[src/rtl/pipeline_hazard_ctrl_pkg.sv]
// Shared definitions for the pipeline hazard controller: FSM encodings, register index type, control bundle.
// Latency: n/a (types and constants only).
// Backpressure: n/a.
package pipeline_hazard_ctrl_pkg;

  localparam int REG_W = 5;
  typedef logic [REG_W-1:0] reg_idx_t;
  localparam reg_idx_t REG_ZERO = 5'd0;

  // Memory-wait FSM encodings (kept as plain constants for legacy tools)
  localparam logic [1:0] ST_RUN      = 2'd0;
  localparam logic [1:0] ST_MEM_WAIT = 2'd1;
  localparam logic [1:0] ST_ERR      = 2'd2;

  // Which priority level drives the control outputs this cycle
  typedef enum logic [2:0] {
    SEL_RESET  = 3'd0,
    SEL_ERR    = 3'd1,
    SEL_FREEZE = 3'd2,
    SEL_STALL  = 3'd3,
    SEL_XFER   = 3'd4,
    SEL_RUN    = 3'd5
  } ctl_sel_e;

  // Control bundle, in output port order
  typedef struct packed {
    logic pc_write;
    logic ifid_stall;
    logic ifid_flush;
    logic idex_flush;
    logic pipe_freeze;
    logic hazard_err;
  } ctrl_t;

  localparam ctrl_t CTRL_RESET  = '{pc_write: 1'b0, ifid_stall: 1'b0, ifid_flush: 1'b1,
                                    idex_flush: 1'b1, pipe_freeze: 1'b0, hazard_err: 1'b0};
  localparam ctrl_t CTRL_ERR    = '{pc_write: 1'b0, ifid_stall: 1'b1, ifid_flush: 1'b0,
                                    idex_flush: 1'b0, pipe_freeze: 1'b1, hazard_err: 1'b1};
  localparam ctrl_t CTRL_FREEZE = '{pc_write: 1'b0, ifid_stall: 1'b1, ifid_flush: 1'b0,
                                    idex_flush: 1'b0, pipe_freeze: 1'b1, hazard_err: 1'b0};
  localparam ctrl_t CTRL_STALL  = '{pc_write: 1'b0, ifid_stall: 1'b1, ifid_flush: 1'b0,
                                    idex_flush: 1'b1, pipe_freeze: 1'b0, hazard_err: 1'b0};
  localparam ctrl_t CTRL_XFER   = '{pc_write: 1'b1, ifid_stall: 1'b0, ifid_flush: 1'b1,
                                    idex_flush: 1'b0, pipe_freeze: 1'b0, hazard_err: 1'b0};
  localparam ctrl_t CTRL_RUN    = '{pc_write: 1'b1, ifid_stall: 1'b0, ifid_flush: 1'b0,
                                    idex_flush: 1'b0, pipe_freeze: 1'b0, hazard_err: 1'b0};

endpackage

[src/rtl/hazard_match.sv]
// Compares a producer destination register against the ID-stage source fields; $0 never matches.
// Latency: purely combinational.
// Backpressure: none.
module hazard_match
  import pipeline_hazard_ctrl_pkg::*;
(
  input  logic [REG_W-1:0] r,
  input  logic [REG_W-1:0] id_rs,
  input  logic [REG_W-1:0] id_rt,
  input  logic             id_uses_rt,
  output logic             hit
);

  // rs is always a source; rt only when the instruction actually reads it
  always_comb begin
    hit = (r != REG_ZERO) && ((r == id_rs) || (id_uses_rt && (r == id_rt)));
  end

endmodule

[src/rtl/pipeline_hazard_ctrl.sv]
// Stall/flush controller: load-use and branch-operand hazards, control-transfer flushes, dmem wait FSM with timeout.
// Latency: outputs are combinational from current inputs and FSM state; state advances on posedge clk.
// Backpressure: dmemBusy freezes the pipe and masks hazards until release. Optional HAZARD_PERF_CNT_EN adds perf counters.
module pipeline_hazard_ctrl
  import pipeline_hazard_ctrl_pkg::*;
#(
  parameter int MEM_TIMEOUT = 255,
  parameter int WAIT_W      = 8,
  parameter int PERF_W      = 32
) (
  input  logic             clk,
  input  logic             reset,
  input  logic [REG_W-1:0] idRs,
  input  logic [REG_W-1:0] idRt,
  input  logic             idUsesRt,
  input  logic             idBranch,
  input  logic             idBranchTaken,
  input  logic             idJump,
  input  logic             exMemRead,
  input  logic             exRegWrite,
  input  logic [REG_W-1:0] exRd,
  input  logic             memMemRead,
  input  logic [REG_W-1:0] memRd,
  input  logic             dmemBusy,
  output logic             pcWrite,
  output logic             ifidStall,
  output logic             ifidFlush,
  output logic             idexFlush,
  output logic             pipeFreeze,
  output logic             hazardErr
`ifdef HAZARD_PERF_CNT_EN
  ,
  output logic [PERF_W-1:0] loadUseCnt,
  output logic [PERF_W-1:0] branchStallCnt,
  output logic [PERF_W-1:0] memWaitCnt,
  output logic [PERF_W-1:0] flushCnt
`endif
);

  // The wait counter must be able to reach MEM_TIMEOUT-1
  if (((1 << WAIT_W) <= MEM_TIMEOUT) || (MEM_TIMEOUT < 1) || (PERF_W < 1)) begin : g_bad_params
    $error("pipeline_hazard_ctrl: need 1 <= MEM_TIMEOUT < 2**WAIT_W and PERF_W >= 1");
  end

  localparam logic [WAIT_W-1:0] WAIT_LAST = WAIT_W'(MEM_TIMEOUT - 1);

  logic [1:0]        state_q, state_d;
  logic [WAIT_W-1:0] wait_cnt_q, wait_cnt_d;

  logic     ex_hit_lu, ex_hit_br, mem_hit_br;
  logic     load_use, branch_haz, ctl_xfer;
  ctl_sel_e sel;
  ctrl_t    ctl;

  hazard_match u_match_ex_lu (
    .r(exRd), .id_rs(idRs), .id_rt(idRt), .id_uses_rt(idUsesRt), .hit(ex_hit_lu)
  );
  hazard_match u_match_ex_br (
    .r(exRd), .id_rs(idRs), .id_rt(idRt), .id_uses_rt(idUsesRt), .hit(ex_hit_br)
  );
  hazard_match u_match_mem_br (
    .r(memRd), .id_rs(idRs), .id_rt(idRt), .id_uses_rt(idUsesRt), .hit(mem_hit_br)
  );

  // Hazard terms: branches compare in ID, so any EX writer or a load still in MEM blocks them
  always_comb begin
    load_use   = exMemRead && ex_hit_lu;
    branch_haz = idBranch && ((exRegWrite && ex_hit_br) || (memMemRead && mem_hit_br));
    ctl_xfer   = (idBranch && idBranchTaken) || idJump;
  end

  // Memory-wait FSM: counts consecutive busy cycles in MEM_WAIT, ERR traps until reset
  always_comb begin
    state_d    = state_q;
    wait_cnt_d = wait_cnt_q;
    case (state_q)
      ST_RUN: begin
        if (dmemBusy) begin
          state_d    = ST_MEM_WAIT;
          wait_cnt_d = '0;
        end
      end
      ST_MEM_WAIT: begin
        wait_cnt_d = wait_cnt_q + WAIT_W'(1);
        if (!dmemBusy) begin
          state_d = ST_RUN;
        end else if (wait_cnt_q == WAIT_LAST) begin
          state_d = ST_ERR;
        end
      end
      ST_ERR: begin
        state_d = ST_ERR;
      end
      default: begin
        state_d    = ST_RUN;
        wait_cnt_d = '0;
      end
    endcase
  end

  // FSM registers with synchronous reset
  always_ff @(posedge clk) begin
    if (reset) begin
      state_q    <= ST_RUN;
      wait_cnt_q <= '0;
    end else begin
      state_q    <= state_d;
      wait_cnt_q <= wait_cnt_d;
    end
  end

  // Output priority: reset, error trap, memory freeze, hazard stall, control transfer, run
  always_comb begin
    if (reset) begin
      sel = SEL_RESET;
    end else if (state_q == ST_ERR) begin
      sel = SEL_ERR;
    end else if (dmemBusy) begin
      sel = SEL_FREEZE;
    end else if (load_use || branch_haz) begin
      sel = SEL_STALL;
    end else if (ctl_xfer) begin
      sel = SEL_XFER;
    end else begin
      sel = SEL_RUN;
    end
  end

  // Decode the selected level into the control bundle
  always_comb begin
    case (sel)
      SEL_RESET:  ctl = CTRL_RESET;
      SEL_ERR:    ctl = CTRL_ERR;
      SEL_FREEZE: ctl = CTRL_FREEZE;
      SEL_STALL:  ctl = CTRL_STALL;
      SEL_XFER:   ctl = CTRL_XFER;
      SEL_RUN:    ctl = CTRL_RUN;
      default:    ctl = CTRL_RESET;
    endcase
  end

  assign pcWrite    = ctl.pc_write;
  assign ifidStall  = ctl.ifid_stall;
  assign ifidFlush  = ctl.ifid_flush;
  assign idexFlush  = ctl.idex_flush;
  assign pipeFreeze = ctl.pipe_freeze;
  assign hazardErr  = ctl.hazard_err;

`ifdef HAZARD_PERF_CNT_EN
  // Index order: load-use stall, branch-only stall, memory freeze, control-transfer flush
  logic [3:0]        perf_fire;
  logic [PERF_W-1:0] perf_q [4];
  logic [PERF_W-1:0] perf_d [4];

  // A stall caused by both terms is charged to load-use only
  always_comb begin
    perf_fire[0] = (sel == SEL_STALL) && load_use;
    perf_fire[1] = (sel == SEL_STALL) && !load_use;
    perf_fire[2] = (sel == SEL_FREEZE);
    perf_fire[3] = (sel == SEL_XFER);
  end

  // Saturating increment so a wrapped counter never under-reports
  always_comb begin
    for (int i = 0; i < 4; i++) begin
      perf_d[i] = perf_q[i];
      if (perf_fire[i] && (perf_q[i] != {PERF_W{1'b1}})) begin
        perf_d[i] = perf_q[i] + PERF_W'(1);
      end
    end
  end

  // Counter registers with synchronous reset
  always_ff @(posedge clk) begin
    for (int i = 0; i < 4; i++) begin
      if (reset) begin
        perf_q[i] <= '0;
      end else begin
        perf_q[i] <= perf_d[i];
      end
    end
  end

  assign loadUseCnt     = perf_q[0];
  assign branchStallCnt = perf_q[1];
  assign memWaitCnt     = perf_q[2];
  assign flushCnt       = perf_q[3];
`endif

endmodule

[config.mk]
export PLATFORM = sky130hd
export DESIGN_NAME = pipeline_hazard_ctrl
export DESIGN_NICKNAME = d
export VERILOG_FILES = /design/src/rtl/pipeline_hazard_ctrl_pkg.sv /design/src/rtl/hazard_match.sv /design/src/rtl/pipeline_hazard_ctrl.sv
export SDC_FILE = /design/constraint.sdc
export NUM_CORES = 1
export LEC_CHECK = 0
export ABC_AREA = 1
export BUFFER_PORTS_ARGS = -buffer_cell sky130_fd_sc_hd__clkbuf_2
export CELL_PAD_IN_SITES_DETAIL_PLACEMENT = 1
export CELL_PAD_IN_SITES_GLOBAL_PLACEMENT = 2
export CORE_ASPECT_RATIO = 1.2
export CORE_UTILIZATION = 25
export CTS_CLUSTER_DIAMETER = 100
export DETAILED_ROUTE_END_ITERATION = 10
export PLACE_DENSITY_LB_ADDON = 0.1
export SYNTH_ARGS = -nofsm -noshare
export SYNTH_HDL_FRONTEND = slang
export SYNTH_HIERARCHICAL = 1
export SYNTH_SLANG_ARGS = --single-unit
[constraint.sdc]
create_clock -name clk -period 2.8 [get_ports clk]
set_clock_uncertainty 0.05 [all_clocks]
set_input_delay 0.56 -clock clk [delete_from_list [all_inputs] [get_ports clk]]
set_output_delay 0.56 -clock clk [all_outputs]
set_load 0.03 [all_outputs]
==> results of run 1 <==
registers in the layout (all words and copies together), names as in the netlist:
| name | cells |
|---|---|
| state_q | 2 |
| wait_cnt_q | 8 |
per-layer routing:
| layer | vias up | track usage |
|---|---|---|
| met5 | - | 0 |
| met1 | 676 | 0.148 |
| met4 | 0 | 0.0574 |
| li1 | 823 | - |
| met2 | 25 | 0.288 |
| met3 | 5 | 0.0158 |
report_power, final:
| part | switching [µW] | internal [µW] |
|---|---|---|
| combinational | 101 | 54.3 |
| sequential | 3.40 | 146 |
| clock | 67.2 | 124 |
| total | 172 | 324 |
through the flow:
step	hold slack [ps]	worst slack [ps]	cell area, µm²	power [µW]
final	438	297	1530	496
after global routing	462	83.3	1530	530
after CTS	440	245	1530	503
after detailed placement	433	245	1470	311
after global placement	430	262	1470	310
after floorplan	410	397	1230	246
Yosys cell counts (all sizes together):
master / instances / share of area
a211oi: 1 / 0.0061
a21oi: 16 / 0.071
clkinv: 1 / 0.0041
or2: 1 / 0.0051
nor4: 3 / 0.015
nand4: 1 / 0.0051
o21ai: 5 / 0.020
clkbuf: 1 / 0.0030
ha: 2 / 0.020
inv: 51 / 0.16
xnor2: 3 / 0.021
nand3: 12 / 0.049
nand2: 109 / 0.34
dfxtp: 10 / 0.16
nor2: 34 / 0.12
layout make-up:
class,count,area (µm²)
fillers,689,3130
multi-input cells,187,830
flip-flops and latches,10,200
inverters,52,196
repair buffers,35,175
well taps,58,72.6
clock buffers,4,55.1
critical path: stages:
cell	delay [ps]
clkbuf_2	150
inv_1	50
nand2_1	50
nand2_1	50
nor2_1	150
nand3_1	90
a21oi_1	180
nand2_1	70
nand2_1	70
nand2_1	60
nand3_1	90
nand2_1	70
inv_2	50
a21oi_1	30
clkbuf_2	180
kinds of logic after synthesis:
| kind of cell | Yosys count | synth area share |
|---|---|---|
| buffers and inverters | 53 | 0.163 |
| adders and majority gates | 2 | 0.0203 |
| and+or+nand+nor | 160 | 0.535 |
| AOI/OAI and AO/OA | 22 | 0.0977 |
| DFF | 10 | 0.163 |
| xor gates and xnor gates | 3 | 0.0214 |
how the worst max path moves through the flow:
stage                     startpoint  cells past startpoint        end  slack [ps]
final                        idRs[1]                     15  ifidFlush         300
after global routing         exRd[4]                     15  ifidFlush          80
after CTS                    idRs[1]                     15  ifidFlush         250
after detailed placement     idRs[1]                     15  ifidFlush         240
after global placement       exRd[4]                     15  ifidFlush         260
after floorplan             memRd[0]                     13  ifidFlush         400
==> impl_metrics.yaml, run 1 <==
detailed_routing:
  wl_met1_mm: 1.60
  wl_met2_mm: 1.80
  ant_nets: 0
  wirelength_mm: 3.57
  highest_layer: "met4"
  wl_per_cell_um: 10.3
  met3_wirelength_um: 105
  vias_per_cell: 4.42
  dr.first_iter.drc_count: 23
  drc: 0
  vias: 1529
  drt_pass1_iterations: 4
worst_setup_path:
  crit_arrival_ps: 1890
  r2r_end: "wait_cnt_q[1]"
  critPathMaxFanout: 6
  r2r-start: "wait_cnt_q[0]"
  rrSetupSlack_ps: 1590
  required_ps: 2190
  end_kind: "primary output"
  crit_type: "in -> out"
  startpoint_type: "input port"
  r2r_cells: 4
sta:
  fin_tns_setup_ps: 0
  rsz0062_at_grt: "no"
  finalHoldViolCount: 0
  relSlewSlack: 0.824
  max_freq_mhz: 400
  timing.final.max_slew_violations: 0
  post-route-period-util: 0.894
  tightestPinTransition_ps: 264
  finalSetupViolCount: 0
  min_period_ps: 2500
synth:
  synth_cell_type_count: 21
  syn_area_per_cell_um2: 4.92
  synth_area_um2: 1230
  ys_seq_elements: 10
  yosys_warnings: 6
  syn_nets: 282
  ys_seq_area_frac: 0.163
  synth_cells: 250
layout:
  final_cell_count_no_fill: 346
  final_cell_mix: "nand2_1 (107), inv_1 (41), clkbuf_2 (35), nor2_1 (30), a21oi_1 (14)"
  fin_nets: 321
  mostFrequentLayoutCell: "nand2_1"
  layout-drive-gt1-share: 0.201
  synthToLayoutAreaGrowth_pct: 24.3
  post-route-util: 0.328
  antenna_cells: 0
die:
  start_util: 0.264
  io_pins: 36
  die_h_um: 78.8
  row_count: 27
  dieArea_um2: 5210
  die_w_um: 66.0
  coreArea_um2: 4660
worst_hold_path:
  holdCritPathClass: "reg -> reg"
  worstHoldEndpoint: "wait_cnt_q[4]"
  hold_path_depth: 2
  worstHoldStart: "wait_cnt_q[4]"
status:
  outcome: "complete, no violations"
cts:
  cts_post_setup_buffers_inserted: 0
  ctsHtreeMaxLevel: 1
  clkTransAtPathRegs_ps: 60
  postCtsHoldBufs: 0
  cts-resized-gates: 0
  cts.sink_count: 10
  cts_buffers: 3
  cts_tree: "yes"
  insertion_delay_ps: 250
  cts.path.max_buffers: 2
  cts-root-buf: "clkbuf_8"
placed_design:
  globalplace.congestion: 0.782
  hpwl_mm: 3.05
  dp_cells: 342
  port-buffer-count: 35
grt:
  grt-ovfl-total: 0
  grt_usage: 0.145
  grt_first_pass_wirelength_mm: 5.82
  grt_pass1_vias: 1443
  grt_start_max_net_pins: 13
  antenna_found_initial: 0
power:
  power.density_nw_per_um2: 324
  vdd_ir_drop_max_v: 0.000204
  power_leakage_uw: 0.000916
flow_run:
  drv_cap: 0
No activity file was read; power rests on OpenSTA's default activity.
==> run 2, diff against run 1 <==
Settings changed: ABC_AREA 1 to default, CORE_UTILIZATION 25 to 28, RECOVER_POWER from default to 100.
==> impl_metrics.yaml, run 2 <==
worst_setup_path:
  cpMaxStageDelayCell: "or4_4"
  slowest_delay_ps: 550
  crit_chain: "buf_6 -> or4_4 -> nor2_4 -> a21oi_2 -> a22o_1 -> a22o_1 -> or3b_4 -> o21bai_4 -> buf_8"
  required_ps: 2190
  crit_type: "in -> out"
  path_delay_family: "simple AND/OR/NAND/NOR gates"
  cp.depth: 9
  worst_path_most_repeated_cell: "a22o_1"
  critPathMaxFanout: 3
  r2r_cells: 4
  crit_arrival_ps: 2470
  cp.buffers_inverters: 2
  end_kind: "primary output"
  startpoint_type: "input port"
die:
  io_pins: 36
  row_count: 23
  die_w_um: 55.7
  coreArea_um2: 3310
  die_h_um: 66.5
  dieArea_um2: 3700
  start_util: 0.293
flow_run:
  drv_cap: 0
synth:
  ys_seq_area_frac: 0.206
  synth_commonest_cells: "xor2_1 (21), nor2_1 (14), a21oi_1 (12)"
  synth_cell_type_count: 33
  syn_area_per_cell_um2: 7.82
  yosysTopAreaCell: "dfxtp_1"
  synth_top_cell_area_share: 0.206
  synth_edf_count: 0
  ys_seq_elements: 10
  synth_cells: 124
  syn_nets: 156
  async_reset_ff_frac: 0
  yosys-top-cells-area: "dfxtp_1 (21%), xor2_1 (19%), xnor2_1 (8.1%), a21oi_1 (6.2%), nor2_1 (5.4%)"
  yosysMostFrequentCell: "xor2_1"
  synth_area_um2: 970
  synthFlopType: "dfxtp_1"
  yosys_warnings: 6
cts:
  cts_tree: "yes"
  cts.sink_count: 10
  cts_buffers: 3
  clkTransAtPathRegs_ps: 50
  cts.path.max_buffers: 2
  cts-root-buf: "clkbuf_8"
  postCtsHoldBufs: 0
  insertion_delay_ps: 230
  ctsHtreeMaxLevel: 1
power:
  power_leakage_uw: 0.000614
  vdd_ir_drop_max_v: 0.000287
  power.density_nw_per_um2: 331
layout:
  largest_register_ffs: 8
  final_area_um2: 1500
  fin_nets: 212
  final_cell_mix: "clkbuf_2 (26), xor2_1 (20), buf_4 (15), nor2_1 (11)"
  layout-drive-gt1-share: 0.402
  seqCellArea_um2: 200
  multi_input_comb_area_um2: 813
  antenna_cells: 0
  fill_cells: 417
  synthToLayoutAreaGrowth_pct: 54.5
  largestRegisters: "wait_cnt_q x8, state_q x2"
  final_cell_count_no_fill: 216
  largest_register: "wait_cnt_q"
  mostFrequentLayoutCell: "clkbuf_2"
grt:
  grt-ovfl-total: 0
  grt_usage: 0.182
  grt_first_pass_wirelength_mm: 5.30
  grt_pass1_vias: 1178
  grt_start_max_net_pins: 17
  antenna_found_initial: 0
placed_design:
  dp_cells: 211
  dp_slack_ps: -380
  dpl-instance-area_um2: 1340
  hpwl_mm: 2.66
  globalplace.congestion: 0.819
  port-buffer-count: 35
sta:
  max_freq_mhz: 324
  worst_slack_ps: -282
  fin_tns_setup_ps: -804
  post-route-period-util: 1.10
  rsz0062_at_grt: "yes"
  relSlewSlack: 0.654
  tightestPinTransition_ps: 517
  min_period_ps: 3080
  finalSetupViolCount: 3
  timing.final.max_slew_violations: 0
  whs_ps: 453
  finalHoldViolCount: 0
worst_hold_path:
  holdCritPathClass: "reg -> reg"
  hold_path_depth: 2
detailed_routing:
  dr.first_iter.drc_count: 21
  ant_nets: 0
  vias_per_cell: 5.12
  wirelength_mm: 3.25
  vias: 1106
  wl_per_cell_um: 15.0
  drc: 0
  drt_pass1_iterations: 4
status:
  outcome: "finished, violations left"
  failed_checks: "negative setup slack"
## run 2: cell types whose count changed in the layout (fill, tap and decap cells not counted), sizes merged, moves of 6 or more
cell	before	now
nand2	109	5
clkbuf	39	33
nor2	34	14
xnor2	3	9
inv	51	1
xor2	0	21
buf	0	24
## run 2: report_power, final
part           total [µW]  leakage [µW]  switching [µW]  internal (µW)
Clock                 179     0.0000288            55.5            124
Combinational         170      0.000504            85.7           84.3
Sequential            147     0.0000810            2.39            144
Total                 496      0.000614             144            352
## run 2: worst paths after layout
| path | slack, ps | endpoint | start |
|---|---|---|---|
| max | -280 | ifidFlush | exRd[4] |
| min reg2reg | 450 | wait_cnt_q[7] | wait_cnt_q[7] |
| max reg2reg | 1260 | wait_cnt_q[6] | wait_cnt_q[0] |
| min | 450 | wait_cnt_q[7] | wait_cnt_q[7] |
## run 2: final cells by class
type | count | area share
well taps | 37 | 0.0309
flip-flops and latches | 10 | 0.134
repair buffers | 53 | 0.253
inverters | 1 | 0.00251
multi-input cells | 111 | 0.543
clock buffers | 4 | 0.0368
## run 2: logic make-up (layout without fill, tap and decap cells)
logic type      count (synthesis)  after routing  synth area share
flops                          10             10             0.206
fa+ha+maj                       2              2            0.0258
buf+inv                         3             58            0.0193
xor+xnor                       30             30             0.271
compound gates                 26             26             0.156
simple gates                   53             53             0.321
## run 2: per-stage QoR
step                      total power [µW]   util
after floorplan                        224      -
after global placement                 296  0.405
after detailed placement               302  0.405
after CTS                              493  0.440
after global routing                   522  0.453
final                                  496  0.453
## run 2: repair_timing
item                                    4_1_cts  5_1_grt
resized for setup                            13       12
setup buffers                                 1        0
pin swaps                                     8        9
endpoints found under the hold margin         0        0
endpoints found under the setup margin        3        4
## run 2: routing by layer
layer / vias up / routed length [µm] / GRT usage
met2: 25 / 1850 / 0.375
met3: 4 / 123 / 0.0117
met5: - / 0 / 0
li1: 551 / - / -
met4: 0 / 37 / 0.0656
met1: 526 / 1230 / 0.190
## run 2: worst min-delay path, stage by stage, from the launching register on
cell and delay [ps]:
dfxtp_1 320, o21ai_0 80, a21oi_1 60
